===== src/rtl/traffic_pkg.sv =====
// Shared state codes, lamp encodings and phase duration defaults for the
// two-road traffic phase scheduler.
package traffic_pkg;

   localparam logic [2:0] ST_ALLRED_A = 3'd0;
   localparam logic [2:0] ST_A_GRN    = 3'd1;
   localparam logic [2:0] ST_A_YEL    = 3'd2;
   localparam logic [2:0] ST_ALLRED_B = 3'd3;
   localparam logic [2:0] ST_B_GRN    = 3'd4;
   localparam logic [2:0] ST_B_YEL    = 3'd5;
   localparam logic [2:0] ST_WALK     = 3'd6;

   typedef enum logic [2:0] {
      StAllRedA = ST_ALLRED_A,
      StAGrn    = ST_A_GRN,
      StAYel    = ST_A_YEL,
      StAllRedB = ST_ALLRED_B,
      StBGrn    = ST_B_GRN,
      StBYel    = ST_B_YEL,
      StWalk    = ST_WALK
   } state_e;

   localparam logic [1:0] LIGHT_RED = 2'b00;
   localparam logic [1:0] LIGHT_YEL = 2'b01;
   localparam logic [1:0] LIGHT_GRN = 2'b10;

   localparam int unsigned GREEN_MIN_DEF = 10;
   localparam int unsigned GREEN_MAX_DEF = 30;
   localparam int unsigned YELLOW_T_DEF  = 3;
   localparam int unsigned ALLRED_T_DEF  = 1;
   localparam int unsigned WALK_T_DEF    = 8;
   localparam int unsigned CNT_W_DEF     = 6;

endpackage


===== src/rtl/phase_timer.sv =====
// Phase tick counter: cleared on phase entry, advances on i_tick, holds while
// saturated, and flags when it sits on the supplied terminal value.
module phase_timer #(
   parameter int unsigned CNT_W = 6
) (
   input  logic             i_clk,
   input  logic             i_rstn,
   input  logic             i_clr,
   input  logic             i_tick,
   input  logic             i_sat,
   input  logic [CNT_W-1:0] i_term,
   output logic [CNT_W-1:0] o_cnt,
   output logic             o_at_term,
   output logic             o_expired
);

   logic [CNT_W-1:0] cnt_q, cnt_d;

   always_comb begin
      cnt_d = cnt_q;
      if (i_clr) begin
         cnt_d = '0;
      end else if (i_tick && !i_sat) begin
         cnt_d = cnt_q + CNT_W'(1);
      end
   end

   always_ff @(posedge i_clk or negedge i_rstn) begin
      if (!i_rstn) begin
         cnt_q <= '0;
      end else begin
         cnt_q <= cnt_d;
      end
   end

   assign o_cnt     = cnt_q;
   assign o_at_term = (cnt_q == i_term);
   assign o_expired = i_tick && o_at_term;

endmodule


===== src/rtl/traffic_phase_scheduler.sv =====
// Two-road traffic phase sequencer with pedestrian latch and emergency override.
// Defining PED_WALK_EN adds the pedestrian WALK phase; otherwise o_walk is tied low.
module traffic_phase_scheduler
   import traffic_pkg::*;
#(
   parameter int unsigned GREEN_MIN = GREEN_MIN_DEF,
   parameter int unsigned GREEN_MAX = GREEN_MAX_DEF,
   parameter int unsigned YELLOW_T  = YELLOW_T_DEF,
   parameter int unsigned ALLRED_T  = ALLRED_T_DEF,
   parameter int unsigned WALK_T    = WALK_T_DEF,
   parameter int unsigned CNT_W     = CNT_W_DEF
) (
   input  logic       i_clk,
   input  logic       i_rstn,
   input  logic       i_tick,
   input  logic       i_req_a,
   input  logic       i_req_b,
   input  logic       i_ped,
   input  logic       i_emg,
   output logic [1:0] o_light_a,
   output logic [1:0] o_light_b,
   output logic       o_walk,
   output logic [2:0] o_state
);

`ifdef PED_WALK_EN
   localparam bit WalkEn = 1'b1;
`else
   localparam bit WalkEn = 1'b0;
`endif

   state_e           state_q, state_d;
   logic             ped_q, ped_d, ped_clr;
   logic             last_a_q, last_a_d;
   logic [CNT_W-1:0] cnt, term;
   logic             at_term, expired, entering, green_min_met;
   logic [1:0]       light_a_q, light_a_d, light_b_q, light_b_d;

   assign entering      = (state_d != state_q);
   assign green_min_met = (cnt >= CNT_W'(GREEN_MIN - 1));

   always_comb begin
      unique case (state_q)
         StAGrn, StBGrn: term = CNT_W'(GREEN_MAX - 1);
         StAYel, StBYel: term = CNT_W'(YELLOW_T - 1);
         StWalk:         term = CNT_W'(WALK_T - 1);
         default:        term = CNT_W'(ALLRED_T - 1);
      endcase
   end

   // Saturating at the terminal value keeps held phases (idle green, emergency
   // all-red) from wrapping, so they exit on the first qualifying tick.
   phase_timer #(
      .CNT_W (CNT_W)
   ) u_phase_timer (
      .i_clk     (i_clk),
      .i_rstn    (i_rstn),
      .i_clr     (entering),
      .i_tick    (i_tick),
      .i_sat     (at_term),
      .i_term    (term),
      .o_cnt     (cnt),
      .o_at_term (at_term),
      .o_expired (expired)
   );

   always_comb begin
      state_d = state_q;
      unique case (state_q)
         StAGrn: begin
            if (i_emg || (i_tick && green_min_met && (i_req_b || ped_q))) state_d = StAYel;
         end
         StAYel: begin
            if (expired) state_d = StAllRedA;
         end
         StAllRedA: begin
            if (expired && !i_emg) state_d = (WalkEn && ped_q) ? StWalk : StBGrn;
         end
         StBGrn: begin
            if (i_emg || (i_tick && green_min_met && (i_req_a || ped_q))) state_d = StBYel;
         end
         StBYel: begin
            if (expired) state_d = StAllRedB;
         end
         StAllRedB: begin
            if (expired && !i_emg) state_d = (WalkEn && ped_q) ? StWalk : StAGrn;
         end
         StWalk: begin
            // Emergency truncates the walk into the all-red that preceded it.
            if (i_emg) begin
               state_d = last_a_q ? StAllRedA : StAllRedB;
            end else if (expired) begin
               state_d = last_a_q ? StBGrn : StAGrn;
            end
         end
         default: state_d = StAllRedB;
      endcase
   end

   always_comb begin
      last_a_d = last_a_q;
      if (state_d == StAGrn) last_a_d = 1'b1;
      if (state_d == StBGrn) last_a_d = 1'b0;
   end

`ifdef PED_WALK_EN
   assign ped_clr = entering && (state_d == StWalk);
`else
   assign ped_clr = entering && ((state_d == StAllRedA) || (state_d == StAllRedB));
`endif
   // A button press in the clearing cycle wins over the clear.
   assign ped_d = i_ped || (ped_q && !ped_clr);

   always_comb begin
      light_a_d = LIGHT_RED;
      light_b_d = LIGHT_RED;
      unique case (state_d)
         StAGrn:  light_a_d = LIGHT_GRN;
         StAYel:  light_a_d = LIGHT_YEL;
         StBGrn:  light_b_d = LIGHT_GRN;
         StBYel:  light_b_d = LIGHT_YEL;
         default: ;
      endcase
   end

   always_ff @(posedge i_clk or negedge i_rstn) begin
      if (!i_rstn) begin
         state_q   <= StAllRedB;
         ped_q     <= 1'b0;
         last_a_q  <= 1'b0;
         light_a_q <= LIGHT_RED;
         light_b_q <= LIGHT_RED;
      end else begin
         state_q   <= state_d;
         ped_q     <= ped_d;
         last_a_q  <= last_a_d;
         light_a_q <= light_a_d;
         light_b_q <= light_b_d;
      end
   end

`ifdef PED_WALK_EN
   logic walk_q;
   always_ff @(posedge i_clk or negedge i_rstn) begin
      if (!i_rstn) begin
         walk_q <= 1'b0;
      end else begin
         walk_q <= (state_d == StWalk);
      end
   end
   assign o_walk = walk_q;
`else
   assign o_walk = 1'b0;
`endif

   assign o_light_a = light_a_q;
   assign o_light_b = light_b_q;
   assign o_state   = state_q;

endmodule


===== config.mk =====
export PLATFORM = sky130hd
export DESIGN_NAME = traffic_phase_scheduler
export DESIGN_NICKNAME = d
export VERILOG_FILES = /design/src/rtl/traffic_pkg.sv /design/src/rtl/phase_timer.sv /design/src/rtl/traffic_phase_scheduler.sv
export SDC_FILE = /design/constraint.sdc
export NUM_CORES = 1
export LEC_CHECK = 0
export ABC_AREA = 1
export CAP_MARGIN = 15
export CORE_ASPECT_RATIO = 1.4
export CORE_UTILIZATION = 49
export DETAILED_ROUTE_END_ITERATION = 7
export GPL_TIMING_DRIVEN = 0
export PLACE_DENSITY = 0.75
export SLEW_MARGIN = 20
export SYNTH_ARGS = -nofsm -noshare
export SYNTH_HDL_FRONTEND = slang
export SYNTH_HIERARCHICAL = 1
export SYNTH_SLANG_ARGS = --single-unit

===== constraint.sdc =====
create_clock -name i_clk -period 2.8 [get_ports i_clk]
set_clock_uncertainty 0.15 [all_clocks]
set_input_delay 0.42 -clock i_clk [delete_from_list [all_inputs] [get_ports i_clk]]
set_output_delay 0.42 -clock i_clk [all_outputs]
set_load 0.01 [all_outputs]

[After elaboration in Yosys (flattened, before gate mapping)]
Index checks and enable logic that the tools add are counted.
W data, S select, Z words.
Storage, ports and cells
  register bits after elaboration: 15
  output and inout port bits: 8
  input port bits: 7
  word-level logic and storage cells: 62
Operators by class
  magnitude comparators: 1
  $add $sub $neg: 1
  multiplexer cells: 18
  reduce and logical (&&, ||, !) cells: 23
  equality and inequality tests: 13
Operator list (number)
  $mux W3: 9
  $pmux W3 S7: 1
  $eq A3 B3 Y1 const B: 5
  $pmux W5 S3: 1
  $eq A3 B2 Y1 const B: 4
  $mux W6: 2
  $logic_and A1 B1 Y1: 8
  $pmux W2 S2: 2
  $add A6 B1 Y6 const B: 1
  $eq A3 B1 Y1 const B: 2
  $eq A6 B5 Y1: 1
  $ge A6 B4 Y1 const B: 1
  $logic_not A3 Y1: 2
  $logic_or A1 B1 Y1: 6
  $reduce_bool A2 Y1: 2
  $reduce_or A2 Y1: 2
  $logic_not A1 Y1: 3
  $ne A3 B3 Y1: 1
  $mux W1: 2
  $mux W2: 1

[Longest topological paths before layout]
  depth after elaboration: 14
  gate-level depth with buffers: 25
  depth with buffers taken out: 25

[Modules after synthesis]
Netlist, hierarchy kept.
Modules (own cells, without submodules)
  traffic_phase_scheduler: seq. area each 227.7 um^2, cells each 102, times used 1, area an instance 699.4 um^2
  phase_timer: seq. area each 150.1 um^2, cells each 77, times used 1, area an instance 470.5 um^2

[Least setup slack after synthesis]
Ideal clock, no wire load.
  kind: register -> register
  start point: register state_q[0], in the netlist o_state[0]
  end point: register u_phase_timer.cnt_q[4], in the netlist u_phase_timer/o_cnt[4]
  path slack: 13 ps
  cell stages (with the launch flop): 24
  data required time: 2532 ps
  arrival time: 2518 ps
  buffers on the path: 0
  library setup time: 118 ps
  clock period less this slack: 2787 ps
  path through: dfstp_2 -> nand2_1 -> nor2_1 -> inv_1 -> nand3_1 -> inv_1 -> nand2_1 -> nand2_1 -> nor2_2 -> nand3_2 -> nor2_2 -> inv_1 -> nand2_1 -> nand2_1 -> o21ai_1 -> nor2_2 -> a21oi_2 -> a21oi_1 -> nor2_2 -> nand2_2 -> inv_1 -> nand2_1 -> nand4_1 -> nand2_1
On the way
  cells in the longest elaborated chain, start to end: 10
  elaborated cells between the ends (all ways): 27
  those cells by class: eq/ne (8); mux (11); reduce/logical (8)
Ends and longest elaborated chain
  start, declared: RTL line traffic_phase_scheduler.sv:32  | state_e state_q, state_d;
  start signal, assigned: RTL line traffic_phase_scheduler.sv:128  | state_q <= StAllRedB;
  start signal, assigned: RTL line traffic_phase_scheduler.sv:134  | state_q <= state_d;
  $eq A3 B3 Y1, or another cell as far along: RTL line traffic_phase_scheduler.sv:43  | unique case (state_q)
  $reduce_or A2 Y1: RTL line traffic_phase_scheduler.sv:43
  $pmux W5 S3 (*): RTL line traffic_phase_scheduler.sv:43
  via term[0]: RTL line traffic_phase_scheduler.sv:35  | logic [CNT_W-1:0] cnt, term;
  $eq A6 B5 Y1 (*): RTL line phase_timer.sv:37  | assign o_at_term = (cnt_q == i_term);
  $logic_and A1 B1 Y1 (*): RTL line phase_timer.sv:38  | assign o_expired = i_tick && o_at_term;
  via expired: RTL line traffic_phase_scheduler.sv:36  | logic at_term, expired, entering, green_min_met;
  $mux W3 / $logic_and A1 B1 Y1 (equally long branches): RTL line traffic_phase_scheduler.sv:92, traffic_phase_scheduler.sv:77, traffic_phase_scheduler.sv:86
  $mux W3, on equally long branches: RTL line traffic_phase_scheduler.sv:90, traffic_phase_scheduler.sv:77, traffic_phase_scheduler.sv:86
  $pmux W3 S7 (*): RTL line traffic_phase_scheduler.sv:69  | unique case (state_q)
  $ne A3 B3 Y1 (*): RTL line traffic_phase_scheduler.sv:39  | assign entering = (state_d != state_q);
  via entering: RTL line traffic_phase_scheduler.sv:36
  $mux W6 / $reduce_bool A2 Y1 (equally long branches)
  end signal, assigned: RTL line phase_timer.sv:32  | cnt_q <= cnt_d;
  end, declared: RTL line phase_timer.sv:17  | logic [CNT_W-1:0] cnt_q, cnt_d;
Mark *: on every way through the listed nets, which the timed path passes. The rest lies on a longest branch.
A chain may end at the register's enable or synchronous reset.

[Final worst setup path]
Ends and elaborated chain as after synthesis.

==> flow_metrics.py <==
metrics = {
    "outcome": {
        "status": "finished with violations",
        "violated_checks": "negative setup slack",
    },
    "pwr": {
        "net_switching_component_of_the_power_mw": 0.672,
        "vdd_drop_max_uv": 623,
        "switch_share_pct": 47.5,
        "comb_power_share_pct": 67.9,
        "total_chip_power_mw": 1.41,
        "clockPowerShare_pct": 8.7,
        "power.static_leakage_nw": 0.831,
        "sequentialPowerShare_pct": 23.4,
        "power_per_unit_of_standard_cell_area_nw_per_um2": 841,
        "power.internal_mw": 0.741,
    },
    "place": {
        "place.detailed.instances": 216,
        "hpwl_mm": 2.03,
        "total_of_buffers_placed_on_input_and_output_ports": 13,
        "gp_congestion": 0.865,
    },
    "setup_path": {
        "critical_path.top_delay_family": "simple AND/OR/NAND/NOR gates",
        "critPathBufInv": 3,
        "crit_path_cell_trace": "inv_4 > nand2_4 > nor2_4 > inv_4 > nand3_4 > nand2_2 > nand2_1 > nor2_2 > nand3_4 > nor2_4 > nand2_1 > a21oi_2 > nor2_2 > nor2_4 > nand4_1 > nand2_1 > nand2_2 > inv_4 > nand2_2 > nand4_1 > nand2_1",
        "crit_path_max_fanout": 7,
        "worst_setup_path_start_kind": "flip-flop",
        "crit_path_end_kind": "flip-flop",
        "setup.worst_path.class": "flip-flop to flip-flop",
        "cpMaxStageDelayCell": "sky130_fd_sc_hd__dfstp_2",
        "critPathMostFrequentCell": "sky130_fd_sc_hd__nand2_1",
        "arrival_ns": 2.99,
        "critical_path_data_required_time_ns": 2.83,
        "crit_path_max_incr_delay_ns": 0.63,
    },
    "drt": {
        "firstDrtPassIters": 4,
        "remaining_drc_errors": 0,
        "detail_route.wirelength_mm": 3.52,
        "route.detailed.wl_per_inst_um": 14.7,
        "dr.first_iter.drc_count": 53,
        "detail-route-antenna-nets": 0,
        "via_total_after_detailed_routing": 1324,
        "viasPerCell": 5.54,
    },
    "timing": {
        "unrepaired_setup_endpoints_after_global_routing": "true",
        "setup-violations-final": 8,
        "timing.final.max_slew_violations": 0,
        "timing.slew.headroom_pct": 53.6,
        "final_critical_path_setup_slack_ns": -0.159,
        "timing.fmax_mhz": 338,
        "period_needed_ns": 2.96,
        "tightestPinTransition_ns": 0.693,
        "final_period_util_pct": 106,
        "finalHoldViolations": 0,
        "hold-worst-slack_ns": 0.343,
    },
    "worst_hold_path": {
        "hold_class": "flip-flop to flip-flop",
    },
    "finish": {
        "register_area_um2": 379,
        "final_nets": 226,
        "area_delta_synth_final_pct": 43.6,
        "number_of_antenna_diodes": 0,
        "final_cells": 239,
        "fillers": 151,
        "multi_input_area_um2": 813,
        "layout-drive-gt1-share_pct": 39.2,
    },
    "global_routing": {
        "globalRouteOverflowTotal": 0,
        "gr-usage-all-layers_pct": 24.4,
        "grt_start_max_net_pins": 16,
        "grt_pass1_wl_mm": 4.86,
        "antenna_found_initial": 0,
        "via_count_of_the_first_global_routing_pass": 1240,
    },
    "die": {
        "die_h_um": 59.8,
        "full_die_area_um2": 2590,
        "ios": 15,
        "floorplan.initialDensity_pct": 53.1,
        "floorplan.rows": 20,
        "floorplan.core_area_um2": 2200,
        "die-width_um": 43.3,
    },
    "yosys": {
        "yosys_warnings": 6,
        "syn_area_per_cell_um2": 6.54,
        "synth.distinct_cells": 27,
        "synth.top_cell.area_share_pct": 27.8,
        "async_flop_share_pct": 100,
        "dominant_synthesized_flop_cell": "sky130_fd_sc_hd__dfrtp_1",
        "synth_edf_count": 0,
        "synthCells": 179,
        "synth_area_leader_cell": "sky130_fd_sc_hd__dfrtp_1",
        "yosys-top-cells-area": "sky130_fd_sc_hd__dfrtp_1 (28%), sky130_fd_sc_hd__nand2_1 (18%), sky130_fd_sc_hd__inv_1 (8.3%)",
        "synth_area_um2": 1170,
        "synth-seq-cells": 15,
        "synth.yosys.seq_area_share_pct": 32.3,
    },
    "clock_tree": {
        "clkLatencyLatePin_ns": 0.28,
        "cts_buffers": 3,
        "clkTransAtPathRegs_ns": 0.09,
        "cts.htree.levels": 1,
        "cts_num_sinks": 15,
        "hold_fix_buffers_cts": 0,
        "cts_tree": "yes",
        "root_buffer": "sky130_fd_sc_hd__clkbuf_4",
        "max-clock-path-buffers": 2,
    },
    "job": {
        "max_cap_violation_count": 0,
    },
}
==> stage by stage <==
stage	util [%]	setup slack, ns	area (um^2)	TNS (ns)
2_1_floorplan	-	0.0135	1180	0
3_3_place_gp	60.6	-0.319	1340	-1.28
3_5_place_dp	60.6	-0.340	1340	-1.59
4_1_cts	66.9	0.00289	1470	0
5_1_grt	76.3	-0.341	1680	-2.14
6_report	76.3	-0.159	1680	-0.613
==> area by class of cell <==
type	instances	share of cell area, %
multi-input combinational	130	48.4
sequential	15	22.6
timing repair buffer	32	16.7
inverter	35	8.71
tap	22	1.64
clock buffer	4	1.56
buffer	1	0.447
==> final timing paths <==
check	from	end	slack, ns	cells past startpoint
max in group asynchronous	i_rstn	o_state[2]	1.62	1
min reg2reg	ped_q	ped_q	0.34	2
min in group asynchronous	i_rstn	u_phase_timer/o_cnt[4]	0.40	1
max reg2reg	o_state[0]	u_phase_timer/o_cnt[4]	-0.16	21
max	o_state[0]	u_phase_timer/o_cnt[4]	-0.16	21
min	ped_q	ped_q	0.34	2
==> timing repair <==
action,in CTS,in global routing
endpoints found under the setup margin,8,11
buffers inserted,9,10
pin swaps,14,12
resized for setup,18,32
==> sequential cells by signal (all words and copies together) (netlist names) <==
| signal | flops |
|---|---|
| u_phase_timer/o_cnt | 6 |
| o_state | 3 |
| o_light_a | 2 |
| o_light_b | 2 |
| last_a_q | 1 |
| ped_q | 1 |
==> synthesized netlist by cell type (4+ instances only) <==
cell                       n
sky130_fd_sc_hd__nor2_4    4
sky130_fd_sc_hd__inv_2     8
sky130_fd_sc_hd__nor2_2    8
sky130_fd_sc_hd__inv_1    26
sky130_fd_sc_hd__dfrtp_1  13
sky130_fd_sc_hd__nand2_1  57
sky130_fd_sc_hd__nand3_1  13
sky130_fd_sc_hd__nand4_1   5
sky130_fd_sc_hd__nor2_1   13
sky130_fd_sc_hd__nand2_2   4
==> cells in the final DEF (no fill, tap or decap), types with 2 or more instances in the layout <==
| cell | n |
|---|---|
| sky130_fd_sc_hd__nand2_1 | 47 |
| sky130_fd_sc_hd__inv_1 | 22 |
| sky130_fd_sc_hd__buf_4 | 18 |
| sky130_fd_sc_hd__clkdlybuf4s50_1 | 13 |
| sky130_fd_sc_hd__dfrtp_1 | 12 |
| sky130_fd_sc_hd__nor2_4 | 10 |
| sky130_fd_sc_hd__nor2_1 | 9 |
| sky130_fd_sc_hd__nand3_1 | 9 |
| sky130_fd_sc_hd__nand2_2 | 9 |
| sky130_fd_sc_hd__inv_2 | 7 |
| sky130_fd_sc_hd__inv_4 | 6 |
| sky130_fd_sc_hd__nand2_4 | 6 |
| sky130_fd_sc_hd__nor2_2 | 6 |
| sky130_fd_sc_hd__nand4_1 | 5 |
| sky130_fd_sc_hd__nand3_2 | 4 |
| sky130_fd_sc_hd__nor3_1 | 3 |
| sky130_fd_sc_hd__o21ai_1 | 3 |
| sky130_fd_sc_hd__conb_1 | 3 |
| sky130_fd_sc_hd__clkbuf_4 | 3 |
| sky130_fd_sc_hd__or2_2 | 2 |
| sky130_fd_sc_hd__a21oi_2 | 2 |
| sky130_fd_sc_hd__o21ai_2 | 2 |
| sky130_fd_sc_hd__nand3_4 | 2 |
| sky130_fd_sc_hd__dfstp_2 | 2 |
| sky130_fd_sc_hd__buf_6 | 2 |
| sky130_fd_sc_hd__a21oi_1 | 2 |
==> tightest hold or removal path, delay by kind of cell (launching register included) <==
family	cells	cell delay (ns)
flip-flops	1	0.36
AND/OR/NAND/NOR	2	0.11
==> routing by layer <==
layer	track usage (%)	share of wire, %
met1	24.3	37
met2	48.8	55
met3	2.42	3.8
met4	11.3	3.6
met5	0	0
==> kinds of logic (layout without fill, tap and decap cells) <==
logic type | Yosys count | count (layout) | share of synthesized area [%]
other cells | 1 | 3 | 0.321
simple gates | 114 | 114 | 47.9
compound gates | 12 | 12 | 6.31
flops | 15 | 15 | 32.3
buf+inv | 36 | 72 | 12.1
fa+ha+maj | 1 | 1 | 1.07
==> power groups by stage <==
stage	logic, mW	registers (mW)	clock network (mW)
after detailed placement	0.594	0.331	0
after CTS	0.727	0.326	0.126
after global placement	0.580	0.330	0
final	0.960	0.330	0.123
after floorplan	0.432	0.333	0
after global routing	1.03	0.338	0.133
(Power assumes the default switching activity.)
